File: config.mk
export PLATFORM = sky130hd
export DESIGN_NAME = cdc_handshake_rx
export DESIGN_NICKNAME = d
export VERILOG_FILES = /design/src/rtl/cdc_hsk_pkg.sv /design/src/rtl/cdc_sync_bit_arstn.sv /design/src/rtl/cdc_handshake_rx.sv
export SDC_FILE = /design/constraint.sdc
export NUM_CORES = 1
export LEC_CHECK = 0
export CORE_ASPECT_RATIO = 0.7
export CORE_MARGIN = 2
export CORE_UTILIZATION = 45
export CTS_BUF_LIST = sky130_fd_sc_hd__clkbuf_4
export CTS_CLUSTER_SIZE = 10
export DETAILED_ROUTE_END_ITERATION = 8
export PLACE_DENSITY = 0.93
export SLEW_MARGIN = 25
export SYNTH_ARGS = -nofsm -noshare
export SYNTH_HDL_FRONTEND = slang
export SYNTH_SLANG_ARGS = --single-unit
export TNS_END_PERCENT = 20
File: constraint.sdc
create_clock -name dest_clk -period 2.6 [get_ports dest_clk]
set_clock_uncertainty 0.1 [all_clocks]
set_input_delay 0.52 -clock dest_clk [delete_from_list [all_inputs] [get_ports dest_clk]]
set_output_delay 0.52 -clock dest_clk [all_outputs]
set_load 0.02 [all_outputs]
File: src/rtl/cdc_hsk_pkg.sv
// rtl/cdc_hsk_pkg.sv - shared types and limits for the req/ack CDC handshake endpoints
package cdc_hsk_pkg;

  // Receiver handshake states
  typedef enum logic [1:0] {
    ST_IDLE  = 2'd0,
    ST_VALID = 2'd1,
    ST_ACK   = 2'd2
  } hsk_state_e;

  // Legal synchronizer depth range for the request/ack level synchronizers
  localparam int CDC_SYNC_FF_MIN = 2;
  localparam int CDC_SYNC_FF_MAX = 10;

  // Default width of the transferred word
  localparam int CDC_DATA_WIDTH_DEFAULT = 32;

endpackage

File: src/rtl/cdc_sync_bit_arstn.sv
// rtl/cdc_sync_bit_arstn.sv - multi-stage single-bit level synchronizer, async active-low reset to 0
(* KEEP_HIERARCHY = "TRUE" *)
module cdc_sync_bit_arstn #(
  parameter int SYNC_FF = 3
) (
  input  logic i_clk,
  input  logic i_arst_n,
  input  logic i_d,
  output logic o_q
);

  // Flops kept together and untouched so placement keeps the metastability chain tight
  (* ASYNC_REG = "TRUE", DONT_TOUCH = "TRUE" *) logic [SYNC_FF-1:0] r_sync;

  // Shift the asynchronous level through the chain; stage 0 is the only one that may go metastable
  always_ff @(posedge i_clk or negedge i_arst_n) begin
    if (!i_arst_n) begin
      r_sync <= '0;
    end else begin
      r_sync <= {r_sync[SYNC_FF-2:0], i_d};
    end
  end

  assign o_q = r_sync[SYNC_FF-1];

endmodule

File: src/rtl/cdc_handshake_rx.sv
// rtl/cdc_handshake_rx.sv - destination endpoint of a 4-phase req/ack CDC handshake with valid/ready output
module cdc_handshake_rx
  import cdc_hsk_pkg::*;
#(
  parameter int DATA_WIDTH   = CDC_DATA_WIDTH_DEFAULT,
  parameter int DEST_SYNC_FF = 3
) (
  input  logic                  dest_clk,
  input  logic                  dest_arst_n,
  input  logic                  src_req,
  input  logic [DATA_WIDTH-1:0] src_data,
  output logic                  dest_ack,
  output logic                  dest_valid,
  output logic [DATA_WIDTH-1:0] dest_data,
  input  logic                  dest_ready,
  output logic                  dest_err
);

  if ((DEST_SYNC_FF < CDC_SYNC_FF_MIN) || (DEST_SYNC_FF > CDC_SYNC_FF_MAX)) begin : g_bad_sync_ff
    $error("cdc_handshake_rx: DEST_SYNC_FF out of range");
  end

  hsk_state_e            r_state;
  hsk_state_e            w_state_nxt;
  logic                  r_ack;
  logic                  r_valid;
  logic                  r_err;
  logic [DATA_WIDTH-1:0] r_data;
  logic                  w_req_s;
  logic                  w_ack_nxt;
  logic                  w_valid_nxt;
  logic                  w_capture;
  logic                  w_err_set;

  cdc_sync_bit_arstn #(
    .SYNC_FF (DEST_SYNC_FF)
  ) u_req_sync (
    .i_clk    (dest_clk),
    .i_arst_n (dest_arst_n),
    .i_d      (src_req),
    .o_q      (w_req_s)
  );

  // Next-state and output decisions; ready beats a simultaneous request withdrawal
  always_comb begin
    w_state_nxt = r_state;
    w_ack_nxt   = r_ack;
    w_valid_nxt = r_valid;
    w_capture   = 1'b0;
    w_err_set   = 1'b0;
    case (r_state)
      ST_IDLE: begin
        if (w_req_s) begin
          w_capture   = 1'b1;
          w_valid_nxt = 1'b1;
          w_state_nxt = ST_VALID;
        end
      end
      ST_VALID: begin
        if (dest_ready) begin
          w_valid_nxt = 1'b0;
          w_ack_nxt   = 1'b1;
          w_state_nxt = ST_ACK;
        end else if (!w_req_s) begin
          w_valid_nxt = 1'b0;
          w_err_set   = 1'b1;
          w_state_nxt = ST_IDLE;
        end
      end
      ST_ACK: begin
        if (!w_req_s) begin
          w_ack_nxt   = 1'b0;
          w_state_nxt = ST_IDLE;
        end
      end
      default: begin
        w_ack_nxt   = 1'b0;
        w_valid_nxt = 1'b0;
        w_state_nxt = ST_IDLE;
      end
    endcase
  end

  // State and handshake flags; ack comes straight from a flop so the source sees a clean level
  always_ff @(posedge dest_clk or negedge dest_arst_n) begin
    if (!dest_arst_n) begin
      r_state <= ST_IDLE;
      r_ack   <= 1'b0;
      r_valid <= 1'b0;
      r_err   <= 1'b0;
    end else begin
      r_state <= w_state_nxt;
      r_ack   <= w_ack_nxt;
      r_valid <= w_valid_nxt;
      if (w_err_set) begin
        r_err <= 1'b1;
      end
    end
  end

  // Capture the source-held bus only when the request is first seen; it is stable by protocol
  always_ff @(posedge dest_clk or negedge dest_arst_n) begin
    if (!dest_arst_n) begin
      r_data <= '0;
    end else if (w_capture) begin
      r_data <= src_data;
    end
  end

  assign dest_ack   = r_ack;
  assign dest_valid = r_valid;
  assign dest_data  = r_data;
  assign dest_err   = r_err;

endmodule

==> results.md <==
* Outcome: finished, final reports clean
* CP delay by family, top: buffers and inverters
* H-tree depth at 2
* Max-slew violations at 0
* Synth Area in XOR/XNOR at 0%
* Final setup fails at 0
* Busiest grt layer: met2
* Dpl ws at 957 ps
* Ranking of synthesized cells by area: dfrtp_1, mux2_2, buf_6
* Critical R2R Launch: r_state[1]
* Unrepaired setup endpoints after global routing: no
* Gr ovfl total at 0
* Die area at 3820 µm²
* Critical Path, Cell by Cell: clkdlybuf4s50_1
* Worst-Skew Late Latency at 330 ps
* Seq pwr share at 45.2%
* DRC viols at 0
* Routed WL at 3.03 mm
* Global-route wire length before repair at 4.86 mm
* CP startpoint: dest_valid
* Bufs and invs on worst path at 1
* Vias in the first global route at 1,067
* Worst hold path type: input pin to async pin
* # rows at 17
* Final Instance Count excl. Fillers at 205
* Final worst slack at 652 ps
* Clk sinks at 40
* Critical Path RT at 1980 ps
* Yosys warnings at 0
* Initial antenna violation count at 0
* Top cell type's share of synthesized area at 66.8%
* Layout cells sized above 1 at 26.3%
* Switching share of power at 30.9%
* Yosys reg bits at 40
* Routability congestion estimate from global placement at 0.773
* Post-CTS Setup Inserts at 0
* Synth Area in Adders at 0%
* Cts hold-fix bufs at 0
* Critical Path AT at 1330 ps
* Worst path slowest cell: clkdlybuf4s50_1
* Core footprint at 3170 µm²
* Die height at 52.3 µm
* Avg Cell Area, Syn at 16.5 µm²
* WS Path Type: register to output port
* Total negative slack at 0 ps
* Post-DR wirelength/cell at 14.8 µm
* Min Tclk post-route at 1950 ps
* Initial Utilization at 47.3%
* Lkg Pwr at 0.947 nW
* RR Endpoint: dest_data[15]
* Drt pass-1 iters at 2
* Mapped Cells at 91
* Met2 usage at 28.1%
* Post-synthesis sequential area ratio at 66.8%
* Width of the chip at 73.0 µm
* Slew HR at 44.0%
* P_int at 1.29 mW
* DP HPWL at 2.30 mm
* VDD IR-drop max at 0.445 mV
* Commonest cells after routing, fill and taps aside: clkdlybuf4s50_1, dfrtp_1, mux2_2
* Largest net degree at the start of global routing at 41
* Setup slack, reg-to-reg at 950 ps
* NetSw at 579 µW
* Synth Area in Simple Gates at 3.09%
* Met1 usage at 19.2%
* Final ANT Viol Nets at 0
* Post-CTS Resized at 0
* Cell Area, Synth at 1500 µm²
* Syn Nets at 127
* CTS Buf Count at 5
* Max cap viols at 0
* Clk pwr share at 16.2%
* Clock Tree Root: clkbuf_4
* Comb pwr share at 38.6%
* Port buffer count at 70
* CTS tree: done
* Count of cell types in the netlist at 15
* Gr usage total at 17.7%
* Power per cell area at 825 nW/µm²
* Post-synthesis compound-gate area fraction at 2.84%
* Initial DRC count at 34
* Hold Violations, Final at 0
* Placed cells at 197
* Post-synthesis mux area share at 24.5%
* Final worst-path cycle share at 74.9%
* Layout Utilization at 71.7%
* Via count at 1,013
* Main combinational cell family by area after synthesis: multiplexers
* I/O Pins at 71
* Final nets at 202
* Worst-path fanout max at 3
* Worst path max stage delay at 620 ps
* Clk buf depth at 2
* Diode count at 0
* Hold WS at 180 ps
* Largest area contributor in the netlist: dfrtp_1
* Vias per inst at 4.94
* Crit path launch type: register
* CP endpoint kind: output port
* Area growth syn-to-layout at 51.6%
* Worst slew pin tran at 840 ps
* Reg2reg path depth at 4
* Most common cell after layout, fill and taps aside: clkdlybuf4s50_1
* Worst-path clk slew at 110 ps
* Peak Freq at 0.513 GHz
* GR Util met3 at 10.0%
## layer usage
metal  vias to the layer above  part of all wire, %
li1                        469                    -
met1                       471                   37
met2                        64                   47
met3                         9                   14
met4                         0                  2.2
met5                         -                    0
## through the flow
step	power, mW	area, µm²
2_1_floorplan	1.21	1500
3_3_place_gp	1.56	2220
3_5_place_dp	1.59	2220
4_1_cts	1.90	2270
5_1_grt	1.98	2270
6_report	1.87	2270
## cell families (layout without fill, tap and decap cells)
| group | Yosys count | after routing |
|---|---|---|
| mux | 32 | 32 |
| simple gates | 7 | 7 |
| buf+inv | 5 | 81 |
| flops | 40 | 40 |
| compound gates | 7 | 7 |
## cell type report
class	instances	area (µm²)
Clock buffer	7	52.6
Clock inverter	1	3.75
Fill cell	222	897
Inverter	2	7.51
Multi-Input combinational cell	46	457
Sequential cell	40	1000
Tap cell	38	47.5
Timing Repair Buffer	71	703
## worst reg2reg max path: stages (launching register included)
cell and delay, ps:
dfrtp_1 430, nand2b_4 170, nor2_4 70, buf_4 360
mux2_2 400
## synth_stat cells
cell and count:
inv_1 2, nor2_4 1, mux2_2 30, a21oi_1 2, a31o_2 1, nor2_1 1, buf_6 3, o21ai_0 2
o22ai_1 1, nand2_1 3, a21boi_0 1, mux2_4 2, nand2b_4 1, dfrtp_1 40, nor2b_1 1
## power by group through the flow
stage                     sequential (mW)  clock (mW)  combinational, mW
after floorplan                      1.03           0              0.182
after global placement              0.848           0              0.716
after detailed placement            0.861           0              0.732
after CTS                           0.850       0.321              0.734
after global routing                0.866       0.348              0.769
final                               0.847       0.303              0.723
## flip-flops by register name, indices dropped and copies added, names as in the netlist
| register | count |
|---|---|
| dest_err | 1 |
| u_req_sync.r_sync | 3 |
| dest_data | 32 |
| dest_valid | 1 |
| r_state | 2 |
| dest_ack | 1 |
## how the worst max path moves through the flow
| stage | depth (start not counted) | slack [ps] | to |
|---|---|---|---|
| after floorplan | 4 | 1200 | dest_data[18] |
| after global placement | 4 | 1010 | dest_data[20] |
| after detailed placement | 4 | 960 | dest_data[30] |
| after CTS | 1 | 620 | dest_data[12] |
| after global routing | 1 | 570 | dest_data[21] |
| final | 1 | 650 | dest_valid |
Power figures use the tool's default switching activity.
